--- src/rtl/hack_cpu_core_pkg.sv ---
// Shared Hack instruction field positions and the decoded-instruction view
// used by the core.
package hack_cpu_core_pkg;

    localparam int unsigned C_FLAG   = 15;
    localparam int unsigned A_SEL    = 12;
    localparam int unsigned COMP_MSB = 11;
    localparam int unsigned COMP_LSB = 6;
    localparam int unsigned DEST_A   = 5;
    localparam int unsigned DEST_D   = 4;
    localparam int unsigned DEST_M   = 3;
    localparam int unsigned JLT      = 2;
    localparam int unsigned JEQ      = 1;
    localparam int unsigned JGT      = 0;

    localparam int unsigned WORD_W = 16;
    localparam int unsigned ADDR_W = 15;

    typedef enum logic {
        INSTR_A = 1'b0,
        INSTR_C = 1'b1
    } instr_kind_e;

    // comp holds zx,nx,zy,ny,f,no from MSB to LSB.
    typedef struct packed {
        instr_kind_e kind;
        logic        a_sel;
        logic [5:0]  comp;
        logic        dest_a;
        logic        dest_d;
        logic        dest_m;
        logic        jlt;
        logic        jeq;
        logic        jgt;
    } decode_t;

endpackage

--- src/rtl/hack_cpu_core_alu.sv ---
// Hack ALU: conditional zero/negate of each operand, add or AND, optional
// output negate, plus zero and negative flags.
module hack_cpu_core_alu (
    input  logic [15:0] x_i,
    input  logic [15:0] y_i,
    input  logic        zx_i,
    input  logic        nx_i,
    input  logic        zy_i,
    input  logic        ny_i,
    input  logic        f_i,
    input  logic        no_i,
    output logic [15:0] out_o,
    output logic        zr_o,
    output logic        ng_o
);

    logic [15:0] x_z, x_n, y_z, y_n, res;

    always_comb begin
        x_z = zx_i ? 16'h0000 : x_i;
        x_n = nx_i ? ~x_z : x_z;
        y_z = zy_i ? 16'h0000 : y_i;
        y_n = ny_i ? ~y_z : y_z;
        // Carry out of bit 15 is dropped: plain 16-bit two's complement.
        res = f_i ? (x_n + y_n) : (x_n & y_n);
        out_o = no_i ? ~res : res;
    end

    assign zr_o = (out_o == 16'h0000);
    assign ng_o = out_o[15];

endmodule

--- src/rtl/hack_cpu_core.sv ---
// Single-cycle Hack CPU core: A/D/PC registers, instruction decode, ALU
// operand selection, writeback, RAM write strobe and conditional jump.
module hack_cpu_core
    import hack_cpu_core_pkg::*;
#(
    parameter logic [14:0] RESET_PC = 15'd0
) (
    input  logic        clk,
    input  logic        reset,
    input  logic [15:0] instruction,
    input  logic        instr_valid,
    input  logic [15:0] inM,
    output logic [15:0] outM,
    output logic        writeM,
    output logic [14:0] addressM,
    output logic [14:0] pc,
    output logic [15:0] a_dbg,
    output logic [15:0] d_dbg
);

    logic [15:0] a_q, a_d;
    logic [15:0] d_q, d_d;
    logic [14:0] pc_q, pc_d;

    decode_t     dec;
    logic [15:0] alu_y;
    logic [15:0] alu_out;
    logic        alu_zr;
    logic        alu_ng;
    logic        jump;

    always_comb begin
        dec        = '0;
        dec.kind   = instr_kind_e'(instruction[C_FLAG]);
        dec.a_sel  = instruction[A_SEL];
        dec.comp   = instruction[COMP_MSB:COMP_LSB];
        dec.dest_a = instruction[DEST_A];
        dec.dest_d = instruction[DEST_D];
        dec.dest_m = instruction[DEST_M];
        dec.jlt    = instruction[JLT];
        dec.jeq    = instruction[JEQ];
        dec.jgt    = instruction[JGT];
    end

    assign alu_y = dec.a_sel ? inM : a_q;

    hack_cpu_core_alu u_alu (
        .x_i   (d_q),
        .y_i   (alu_y),
        .zx_i  (dec.comp[5]),
        .nx_i  (dec.comp[4]),
        .zy_i  (dec.comp[3]),
        .ny_i  (dec.comp[2]),
        .f_i   (dec.comp[1]),
        .no_i  (dec.comp[0]),
        .out_o (alu_out),
        .zr_o  (alu_zr),
        .ng_o  (alu_ng)
    );

    assign jump = (dec.kind == INSTR_C) &
                  ((dec.jlt & alu_ng) |
                   (dec.jeq & alu_zr) |
                   (dec.jgt & ~alu_ng & ~alu_zr));

    // Jump target uses a_q, i.e. A before this instruction's own writeback.
    always_comb begin
        a_d  = a_q;
        d_d  = d_q;
        pc_d = pc_q;
        if (instr_valid) begin
            if (dec.kind == INSTR_A) begin
                a_d = instruction;
            end else begin
                if (dec.dest_a) a_d = alu_out;
                if (dec.dest_d) d_d = alu_out;
            end
            pc_d = jump ? a_q[14:0] : (pc_q + 15'd1);
        end
    end

    always_ff @(posedge clk or posedge reset) begin
        if (reset) begin
            a_q  <= 16'h0000;
            d_q  <= 16'h0000;
            pc_q <= RESET_PC;
        end else begin
            a_q  <= a_d;
            d_q  <= d_d;
            pc_q <= pc_d;
        end
    end

    assign outM     = alu_out;
    assign writeM   = instr_valid & (dec.kind == INSTR_C) & dec.dest_m & ~reset;
    assign addressM = a_q[14:0];
    assign pc       = pc_q;
    assign a_dbg    = a_q;
    assign d_dbg    = d_q;

endmodule

--- config.mk ---
export PLATFORM = sky130hd
export DESIGN_NAME = hack_cpu_core
export DESIGN_NICKNAME = d
export VERILOG_FILES = /design/src/rtl/hack_cpu_core_pkg.sv /design/src/rtl/hack_cpu_core_alu.sv /design/src/rtl/hack_cpu_core.sv
export SDC_FILE = /design/constraint.sdc
export NUM_CORES = 1
export LEC_CHECK = 0
export ABC_CLOCK_PERIOD_IN_PS = 7100
export CORE_UTILIZATION = 40
export CTS_CLUSTER_DIAMETER = 60
export DETAILED_ROUTE_END_ITERATION = 6
export GPL_TIMING_DRIVEN = 0
export PLACE_DENSITY_LB_ADDON = 0.12
export SETUP_SLACK_MARGIN = 0.5
export SYNTH_ARGS = -nofsm -noshare
export SYNTH_HDL_FRONTEND = slang
export SYNTH_SLANG_ARGS = --single-unit
--- constraint.sdc ---
create_clock -name clk -period 7.1 [get_ports clk]
set_clock_uncertainty 0.05 [all_clocks]
set_input_delay 1.42 -clock clk [delete_from_list [all_inputs] [get_ports clk]]
set_output_delay 1.42 -clock clk [all_outputs]
set_load 0.05 [all_outputs]
After elaboration in Yosys (flattened, before gate mapping)
Index checks and enable logic that the tools add are counted.
- add/sub/neg operators: 2
- equality and inequality tests: 1
- reduce and logical (&&, ||, !) cells: 3
- bitwise logic cells: 17
- mux-type cells: 10
- operators with widths (cell ; number):
    16-bit two-way mux ; 9
    16-bit inverter ; 3
    16-bit adder ; 1
    16-bit AND ; 1
    16-bit zero test ; 1
    15-bit by 1-bit adder with 15-bit output, second input constant ; 1
    15-bit two-way mux ; 1
    1-bit AND ; 8
    1-bit inverter ; 3
    3-bit AND reduction ; 1
    2-bit inequality test, second input constant ; 1
    1-bit OR ; 2
    2-bit AND reduction ; 1
- logic and storage cells: 36
- register bits after elaboration: 47
- output and inout bits: 79
- input port bits: 35

Longest topological paths before layout
Gate-level depths: netlist of run 1.
- depth after elaboration: 14
- gate-level depth with buffers: 19
- mapped depth without buffers: 15

Hierarchy
A second synthesis of run 1 with hierarchy kept.
- cell total of the unflattened synthesis: 477
- area, all modules: 4376.7 um2
- by module, submodules not included (module ; sequential area each (um2) ; area each (um2) ; cells an instance ; times used):
    hack_cpu_core ; 1176.1 ; 2707.6 ; 257 ; 1
    hack_cpu_core_alu ; 0.0 ; 1669.1 ; 220 ; 1

Worst setup path after synthesis of run 1
No wires, ideal clock.
- kind: input -> output
- start point: input instruction[10]
- end point: output outM[10]
- slack: 684 ps
- cell stages on the path: 10
- buffers on the path: 2
- arrival: 4946 ps
- data required time: 5630 ps
- cell sequence: clkbuf_1 clkbuf_1 xnor2_1 ha_1 fa_1 a211oi_1 o21ai_0 a211oi_1 and3b_1 xnor2_1
- longest elaborated chain between the ends: 5
- elaborated cells between the ends (all ways): 6
- classes of those cells: 1 x add/sub; 3 x mux; 2 x bitwise
- ends and longest elaborated chain (item ; RTL line ; RTL):
    start, declared ; hack_cpu_core.sv:10 ; input logic [15:0] instruction,
    16-bit two-way mux * ; hack_cpu_core_alu.sv:21 ; x_n = nx_i ? ~x_z : x_z;
    16-bit adder / 16-bit AND (equally long branches) ; hack_cpu_core_alu.sv:25 ; res = f_i ? (x_n + y_n) : (x_n & y_n);
    16-bit two-way mux * ; hack_cpu_core_alu.sv:25 ;
    16-bit inverter ; hack_cpu_core_alu.sv:26 ; out_o = no_i ? ~res : res;
    16-bit two-way mux * ; hack_cpu_core_alu.sv:26 ;
    end, declared ; hack_cpu_core.sv:13 ; output logic [15:0] outM,
Mark *: on every way between the ends. The rest lies on a longest branch, timed or not.

Final worst setup path of run 1
- start point: input instruction[12]
- end point: output outM[15]
- longest elaborated chain between the ends: 8
- elaborated cells between the ends (all ways): 9
- classes of those cells: 1 x add/sub; 5 x mux; 3 x bitwise
- ends and longest elaborated chain (item ; RTL line ; RTL):
    16-bit two-way mux * ; hack_cpu_core.sv:45 ; assign alu_y = dec.a_sel ? inM : a_q;
    16-bit two-way mux * ; hack_cpu_core_alu.sv:22 ; y_z = zy_i ? 16'h0000 : y_i;
    16-bit inverter ; hack_cpu_core_alu.sv:23 ; y_n = ny_i ? ~y_z : y_z;
    16-bit two-way mux * ; hack_cpu_core_alu.sv:23 ;
    16-bit adder / 16-bit AND (equally long branches) ; hack_cpu_core_alu.sv:25 ;
    16-bit two-way mux * ; hack_cpu_core_alu.sv:25 ;
    16-bit inverter ; hack_cpu_core_alu.sv:26 ;
    16-bit two-way mux * ; hack_cpu_core_alu.sv:26 ;
Marked as above.

==> results of run 1 <==
-- metal layers --
metal / GRT usage [%] / vias up / part of all wire [%]
li1: - / 2249 / -
met1: 32.2 / 2206 / 44
met2: 41.2 / 165 / 48
met3: 4.01 / 32 / 5.2
met4: 9.69 / 0 / 3.0
met5: 0 / - / 0
-- cells by family after synthesis --
logic type,after synthesis
muxes,52
AOI/OAI and AO/OA,142
and+or+nand+nor,176
adders and majority gates,18
DFF,47
xor gates and xnor gates,46
buffers and inverters,88
-- where the power goes --
group          total, mW  internal [mW]  switching (mW)
clock network      0.255          0.141           0.114
logic               1.90          0.670            1.23
registers          0.486          0.373           0.113
-- placed cells by master (no fill, tap or decap), types with 7 or more instances in the layout --
cell type                         count
sky130_fd_sc_hd__a211oi_1             7
sky130_fd_sc_hd__a21oi_1             21
sky130_fd_sc_hd__a22oi_1              8
sky130_fd_sc_hd__and3_1              15
sky130_fd_sc_hd__buf_2               15
sky130_fd_sc_hd__buf_4               19
sky130_fd_sc_hd__clkbuf_1            15
sky130_fd_sc_hd__clkdlybuf4s50_1     94
sky130_fd_sc_hd__dfrtp_1             47
sky130_fd_sc_hd__ha_1                17
sky130_fd_sc_hd__inv_1               29
sky130_fd_sc_hd__mux2_2              10
sky130_fd_sc_hd__mux2i_1             42
sky130_fd_sc_hd__nand2_1             49
sky130_fd_sc_hd__nand2b_1            19
sky130_fd_sc_hd__nand3_1             11
sky130_fd_sc_hd__nor2_1              41
sky130_fd_sc_hd__nor3_1              12
sky130_fd_sc_hd__o21ai_0             42
sky130_fd_sc_hd__xnor2_1             28
sky130_fd_sc_hd__xor2_1              17
-- flip-flops by register name (all words and copies together) (netlist names) --
signal and flops:
a_dbg 16, pc 15, d_dbg 16
-- per-stage QoR --
step           power, mW  cells  cell area, µm²  hold slack [ps]
5_1_grt             2.79    826            6150              499
3_5_place_dp        2.38    818            5960              448
6_report            2.64    826            6150              465
2_1_floorplan       1.81    569            4710              700
3_3_place_gp        2.36    817            5940              446
4_1_cts             2.62    826            6110              465
-- layout make-up --
class / instances / area, µm² / share of cell area [%]
inverters: 31 / 116 / 1.89
clock inverters: 2 / 16.3 / 0.265
plain buffers: 57 / 327 / 5.31
flip-flops and latches: 47 / 1180 / 19.1
clock buffers: 6 / 139 / 2.26
well taps: 143 / 179 / 2.91
repair buffers: 106 / 1060 / 17.3
multi-input cells: 434 / 3130 / 51.0
-- worst max-delay path, cell delays in order --
cell and delay, ps:
sky130_fd_sc_hd__clkbuf_2 230, sky130_fd_sc_hd__buf_2 340, sky130_fd_sc_hd__mux2i_1 260, sky130_fd_sc_hd__nor2_1 70
sky130_fd_sc_hd__xor2_1 220, sky130_fd_sc_hd__ha_1 270, sky130_fd_sc_hd__buf_4 170, sky130_fd_sc_hd__o21ai_1 320
sky130_fd_sc_hd__a211oi_4 150, sky130_fd_sc_hd__a2111oi_4 490, sky130_fd_sc_hd__o31ai_1 150, sky130_fd_sc_hd__a211oi_2 280
sky130_fd_sc_hd__xnor2_2 210, sky130_fd_sc_hd__buf_4 170, sky130_fd_sc_hd__clkbuf_2 260
-- path summary, 6_finish.rpt --
path / startpoint / slack (ps) / to / cells past startpoint
worst min register to register: a_dbg[15] / 470 / a_dbg[15] / 2
worst max-delay path: instruction[12] / 590 / outM[15] / 15
worst max register to register: a_dbg[0] / 2330 / pc[3] / 17
max in group asynchronous: reset / 5190 / d_dbg[3] / 3
min in group asynchronous: reset / 1310 / a_dbg[15] / 2
worst min-delay path: a_dbg[15] / 470 / a_dbg[15] / 2
==> flow_summary.rst, run 1 <==
.. list-table::
   :header-rows: 1

   * - Metric
     - Value
   * - HPWL after DPL
     - about 12,000 µm
   * - Status
     - completed
   * - Fraction of layout cells with a size suffix above 1
     - approximately an eighth
   * - Overflow left after global routing
     - 0
   * - Clock latency of the later-clocked register in the worst-skew pair
     - 300 ps
   * - Total of fill cells in the finished design
     - 1,113
   * - Core Util, Final
     - 53.8%
   * - Number of buffers on the longest clock path
     - 2
   * - PD cells
     - between 400 and 500 nW/µm²
   * - Remaining DRCs
     - 0
   * - Yosys synthesis warning count
     - 0
   * - Data arrival, critical path
     - 5040 ps
   * - Final weighted congestion of routability-driven global placement
     - 0.901
   * - Setup violations, final
     - 0
   * - Root buffer cell
     - sky130_fd_sc_hd__clkbuf_16
   * - Wirelength, routed
     - 15,000 µm
   * - Most frequent cell after synthesis
     - sky130_fd_sc_hd__nand2_1
   * - Setup Buffers After CTS
     - 0
   * - Transition time at the pin with the least slew margin
     - 693 ps
   * - Clock edge transition at the registers on the reported setup and hold paths
     - roughly 70 ps
   * - Most numerous cell types in the synthesized netlist
     - sky130_fd_sc_hd__nand2_1, sky130_fd_sc_hd__dfrtp_1, sky130_fd_sc_hd__mux2i_1, sky130_fd_sc_hd__o21ai_0, sky130_fd_sc_hd__nor2_1
   * - Compound-gate portion of the synthesized area
     - about 22%
   * - Count of maximum capacitance violations
     - 0
   * - Post-synth top area share
     - about a quarter
   * - Inserted Clock Buffers
     - 5
   * - Pre-CTS worst setup slack
     - -379 ps
   * - Global Route Usage Sum
     - between 20% and 30%
   * - Area of the mapped netlist
     - ~4700 µm²
   * - Number of standard cells after synthesis
     - about 570
   * - IR drop worst, VDD
     - between 200 and 300 µV
   * - Post-synthesis sequential element count
     - 47
   * - Core footprint
     - 11,400 µm²
   * - Die Footprint
     - around 12,000 µm²
   * - Kind of critical path
     - in -> out
   * - Maximum fanout encountered on the critical timing path
     - 10
   * - Adder-cell area share of the yosys netlist
     - ~4.9%
   * - Shortest period the worst path allows
     - about 6500 ps
   * - TritonCTS clock tree
     - done
   * - CTS hold repair buffers
     - 0
   * - Mean number of vias per cell
     - around 5.6
   * - Class of the worst hold path
     - reg -> reg
   * - Primary FF master, synth
     - sky130_fd_sc_hd__dfrtp_1
   * - Critical path endpoint category
     - output port
   * - # nets final
     - 735
   * - Dominant combinational cell family by area after synthesis
     - compound AO/OA/AOI/OAI gates
   * - Sequential cell area fraction in the yosys report
     - about a quarter
   * - Total number of H-tree levels
     - 2
   * - Max Clock Freq
     - between 150 and 200 MHz
   * - Post-synthesis area per instance
     - 8.27 µm²
   * - Number of synthesized flops with an enable pin
     - 0
   * - Routed vias
     - 4,652
   * - XOR/XNOR Fraction of Synth Area
     - 8.72%
   * - Portion of netlist area occupied by mux cells
     - around 11%
   * - Post-DRT Antenna Nets
     - 0
   * - Site row count
     - 39
   * - Total negative slack
     - 0 ps
   * - Fraction of synthesis flops using an asynchronous set or reset pin
     - 100%
   * - Unrepaired setup endpoints after global routing
     - yes
   * - Number of hold violations in the final report
     - 0
   * - Number of gates resized after CTS
     - 22
   * - Vias in the first global route
     - 4,474
   * - DRC marker count from the first detailed-route iteration
     - 275
   * - Port Buffer Count
     - between 100 and 150
   * - Horizontal die dimension
     - ~110 µm
   * - Total nets after synthesis
     - 622
   * - Final antenna diode count
     - 0
   * - Area growth from synthesis to final layout
     - 30.6%
   * - Antenna violations before repair
     - 0
   * - Pin count of the biggest net entering global routing
     - between 40 and 50
   * - Remaining max-slew budget at the tightest pin
     - between 50% and 60%
   * - Routed wire length per instance
     - between 15 and 20 µm
   * - Basic-gate share of the synthesized area counting and, or, nand and nor cells
     - a little under a fifth
   * - Detailed Routing Iterations Pass 1
     - 5
   * - Post-route clock period utilization
     - between 90% and 100%
   * - Worst EP required
     - between 5000 and 6000 ps
   * - Number of different library cells in the post-synthesis netlist
     - 70
   * - Final slew viol count
     - 0
   * - Cell leakage power
     - roughly 2.7 nW
   * - Global-route wire length before repair
     - roughly 24,000 µm
   * - Area leader, netlist
     - sky130_fd_sc_hd__dfrtp_1
   * - Sinks on the clock net
     - between 40 and 50
   * - Number of ports placed on the die boundary
     - between 100 and 150
   * - Die boundary height
     - 110 µm
   * - Least setup slack across all paths after layout
     - 593 ps
   * - Ranking of synthesized cells by area
     - sky130_fd_sc_hd__dfrtp_1, sky130_fd_sc_hd__mux2i_1, sky130_fd_sc_hd__xnor2_1
   * - Critical Path Start Type
     - input pin
   * - Initial cell density of the core
     - ~41%
Note: power is estimated with default switching activity, not from simulation.
==> inputs of run 2 (changes only) <==
SLEW_MARGIN = 5   (was not set)
==> flow_summary.rst, run 2 (synthesized netlist as in run 1, its figures left out) <==
.. list-table::
   :header-rows: 1

   * - Metric
     - Value
   * - Fraction of power spent switching nets
     - 55.1% (-0.070 points)
   * - Total number of H-tree levels
     - 2 (unchanged)
   * - Routed wire length per instance
     - 18.2 µm (about the same)
   * - HPWL after DPL
     - 11,900 µm (-0.33%)
   * - IR drop worst, VDD
     - 239 µV (-8.6%)
   * - Final weighted congestion of routability-driven global placement
     - 0.901 (unchanged)
   * - Top delay family on crit path
     - compound AO/OA/AOI/OAI gates
   * - Mean number of vias per cell
     - 5.55 (-1.5%)
   * - Number of gates resized after CTS
     - 21 (-4.5%)
   * - Levels on crit path
     - 15 (unchanged)
   * - Fraction of layout cells with a size suffix above 1
     - 12.4% (+0.44 points)
   * - Setup Buffers After CTS
     - 0 (unchanged)
   * - Core footprint
     - 11,400 µm² (unchanged)
   * - Critical path's most frequent cell
     - sky130_fd_sc_hd__clkbuf_2
   * - Worst EP required
     - 5630 ps (about the same)
   * - Number of buffers on the longest clock path
     - 2 (unchanged)
   * - Most frequent cells in the layout
     - sky130_fd_sc_hd__clkdlybuf4s50_1, sky130_fd_sc_hd__nand2_1, sky130_fd_sc_hd__dfrtp_1
   * - Status
     - completed
   * - Critical-path cell list
     - clkbuf_2 > clkbuf_2 > mux2i_1 > nor2_1 > xor2_1 > ha_1 > buf_4 > o21ai_1 > a211oi_4 > a2111oi_4 > o31ai_1 > a211oi_2 > xnor2_2 > buf_4 > clkbuf_2
   * - Proportion of power drawn by flip-flops and latches
     - 18.4% (about the same)
   * - Data arrival, critical path
     - 5070 ps (+30 ps)
   * - Setup violations, final
     - 0 (unchanged)
   * - Switching power
     - 1.45 mW (-0.18%)
   * - Maximum fanout encountered on the critical timing path
     - 10 (unchanged)
   * - Non-filler instance count after layout
     - 826 (unchanged)
   * - Shortest period the worst path allows
     - 6540 ps (+29.9 ps)
   * - Slowest Stage Delay on Critical Path
     - 490 ps (about the same)
   * - Length in cells of the worst reg-to-reg path
     - 17 (unchanged)
   * - Routed vias
     - 4,581 (-1.5%)
   * - Critical Path Start Type
     - input pin
   * - Max Clock Freq
     - 153 MHz (-0.46%)
   * - Detailed Routing Iterations Pass 1
     - 4 (-1)
   * - Transition time at the pin with the least slew margin
     - 696 ps (+2.40 ps)
   * - Count of buffer and inverter cells on the critical path
     - 5 (unchanged)
   * - Horizontal die dimension
     - 110 µm (unchanged)
   * - # nets final
     - 735 (unchanged)
   * - Die Footprint
     - 12,200 µm² (unchanged)
   * - CTS hold repair buffers
     - 0 (unchanged)
   * - TritonCTS clock tree
     - done
   * - DRC marker count from the first detailed-route iteration
     - 275 (unchanged)
   * - Global Route Usage Sum
     - 24.5% (-0.28 points)
   * - Count of maximum capacitance violations
     - 0 (unchanged)
   * - Site row count
     - 39 (unchanged)
   * - Pin count of the biggest net entering global routing
     - 40 (-2.4%)
   * - Number of placed instances with taps included
     - 818 (unchanged)
   * - Critical path endpoint category
     - output port
   * - Antenna violations before repair
     - 0 (unchanged)
   * - Vias in the first global route
     - 4,439 (-0.78%)
   * - Clock Power Share
     - 9.6% (about the same)
   * - Global-route wire length before repair
     - 24,000 µm (-0.54%)
   * - Worst hold path stage count
     - 2 (unchanged)
   * - Unrepaired setup endpoints after global routing
     - yes
   * - Post-DRT Antenna Nets
     - 0 (unchanged)
   * - Clock latency of the later-clocked register in the worst-skew pair
     - 300 ps (about the same)
   * - Root buffer cell
     - sky130_fd_sc_hd__clkbuf_16
   * - Post-route clock period utilization
     - 92.1% (+0.42 points)
   * - Number of hold violations in the final report
     - 0 (unchanged)
   * - Remaining DRCs
     - 0 (unchanged)
   * - Remaining max-slew budget at the tightest pin
     - 53.6% (-0.16 points)
   * - Clock edge transition at the registers on the reported setup and hold paths
     - 60 ps (about the same)
   * - Commonest non-fill, non-tap cell in the layout
     - sky130_fd_sc_hd__clkdlybuf4s50_1
   * - Port Buffer Count
     - 105 (unchanged)
   * - Post-route total power
     - 2.64 mW (about the same)
   * - Inserted Clock Buffers
     - 5 (unchanged)
   * - Wirelength, routed
     - 15,000 µm (about the same)
   * - Overflow left after global routing
     - 0 (unchanged)
   * - PD cells
     - 429 nW/µm² (-0.16%)
   * - Class of the worst hold path
     - reg -> reg
   * - Final slew viol count
     - 0 (unchanged)
   * - Final antenna diode count
     - 0 (unchanged)
   * - Kind of critical path
     - in -> out
   * - Initial cell density of the core
     - 41.2% (unchanged)
   * - Area growth from synthesis to final layout
     - 30.8%
   * - Cell-internal power
     - 1.18 mW (+0.10%)
   * - Least setup slack across all paths after layout
     - 563 ps (-29.9 ps)
   * - Cell leakage power
     - 2.68 nW (+0.27%)
   * - Die boundary height
     - 110 µm (unchanged)
   * - Pre-CTS worst setup slack
     - -414 ps (-34.8 ps)
   * - CP max stage cell
     - sky130_fd_sc_hd__a2111oi_4
   * - Combinational fraction of design power
     - 72.0% (about the same)
   * - Sinks on the clock net
     - 47 (unchanged)
   * - Number of ports placed on the die boundary
     - 114 (unchanged)
## run 2: cell count changes in the layout (fill, tap and decap cells not counted), sizes merged
| cell | delta |
|---|---|
| buf | -1 |
| clkbuf | +1 |
## run 2: metal layers
layer / global-route usage [%] / up-vias / wire, µm
met5: 0 / - / 0
met4: 6.13 / 0 / 211
met3: 2.52 / 14 / 545
met2: 42.7 / 115 / 7430
met1: 32.5 / 2207 / 6850
li1: - / 2245 / -
## run 2: area by class of cell
cell class / count / area, µm²
timing repair buffer: 106 / 1060
sequential: 47 / 1180
clock inverter: 2 / 16.3
clock buffer: 6 / 139
tap: 143 / 179
buffer: 57 / 327
multi-input combinational: 434 / 3140
inverter: 31 / 116
fill: 1112 / 5270
## run 2: worst min-delay path, stage by stage, from the launching register on
cell and delay, ps:
sky130_fd_sc_hd__dfrtp_1 370, sky130_fd_sc_hd__nand2_1 50, sky130_fd_sc_hd__o21ai_0 60
## run 2: worst paths after layout
path	startpoint	to	slack [ps]
hold / removal	d_dbg[2]	d_dbg[2]	470
min in group asynchronous	reset	d_dbg[10]	1310
setup reg to reg	a_dbg[0]	pc[3]	2410
hold reg to reg	d_dbg[2]	d_dbg[2]	470
max in group asynchronous	reset	d_dbg[7]	5180
setup / recovery	instruction[12]	outM[15]	560
## run 2: per-stage QoR
stage | utilization [%] | instance area [µm²] | hold WS [ps] | setup TNS [ps]
CTS | 53.5 | 6110 | 464 | 0
floorplan | - | 4710 | 700 | 0
global placement | 52.0 | 5940 | 446 | -1030
finish | 53.9 | 6150 | 465 | 0
detailed placement | 52.2 | 5960 | 448 | -1270
global route | 53.9 | 6150 | 499 | 0
## run 2: power groups by stage
stage	Combinational [mW]	Sequential [mW]	Clock (mW)
after floorplan	0.974	0.833	0
after global placement	1.87	0.485	0
after detailed placement	1.89	0.490	0
after CTS	1.88	0.486	0.257
after global routing	2.01	0.505	0.265
final	1.90	0.485	0.254
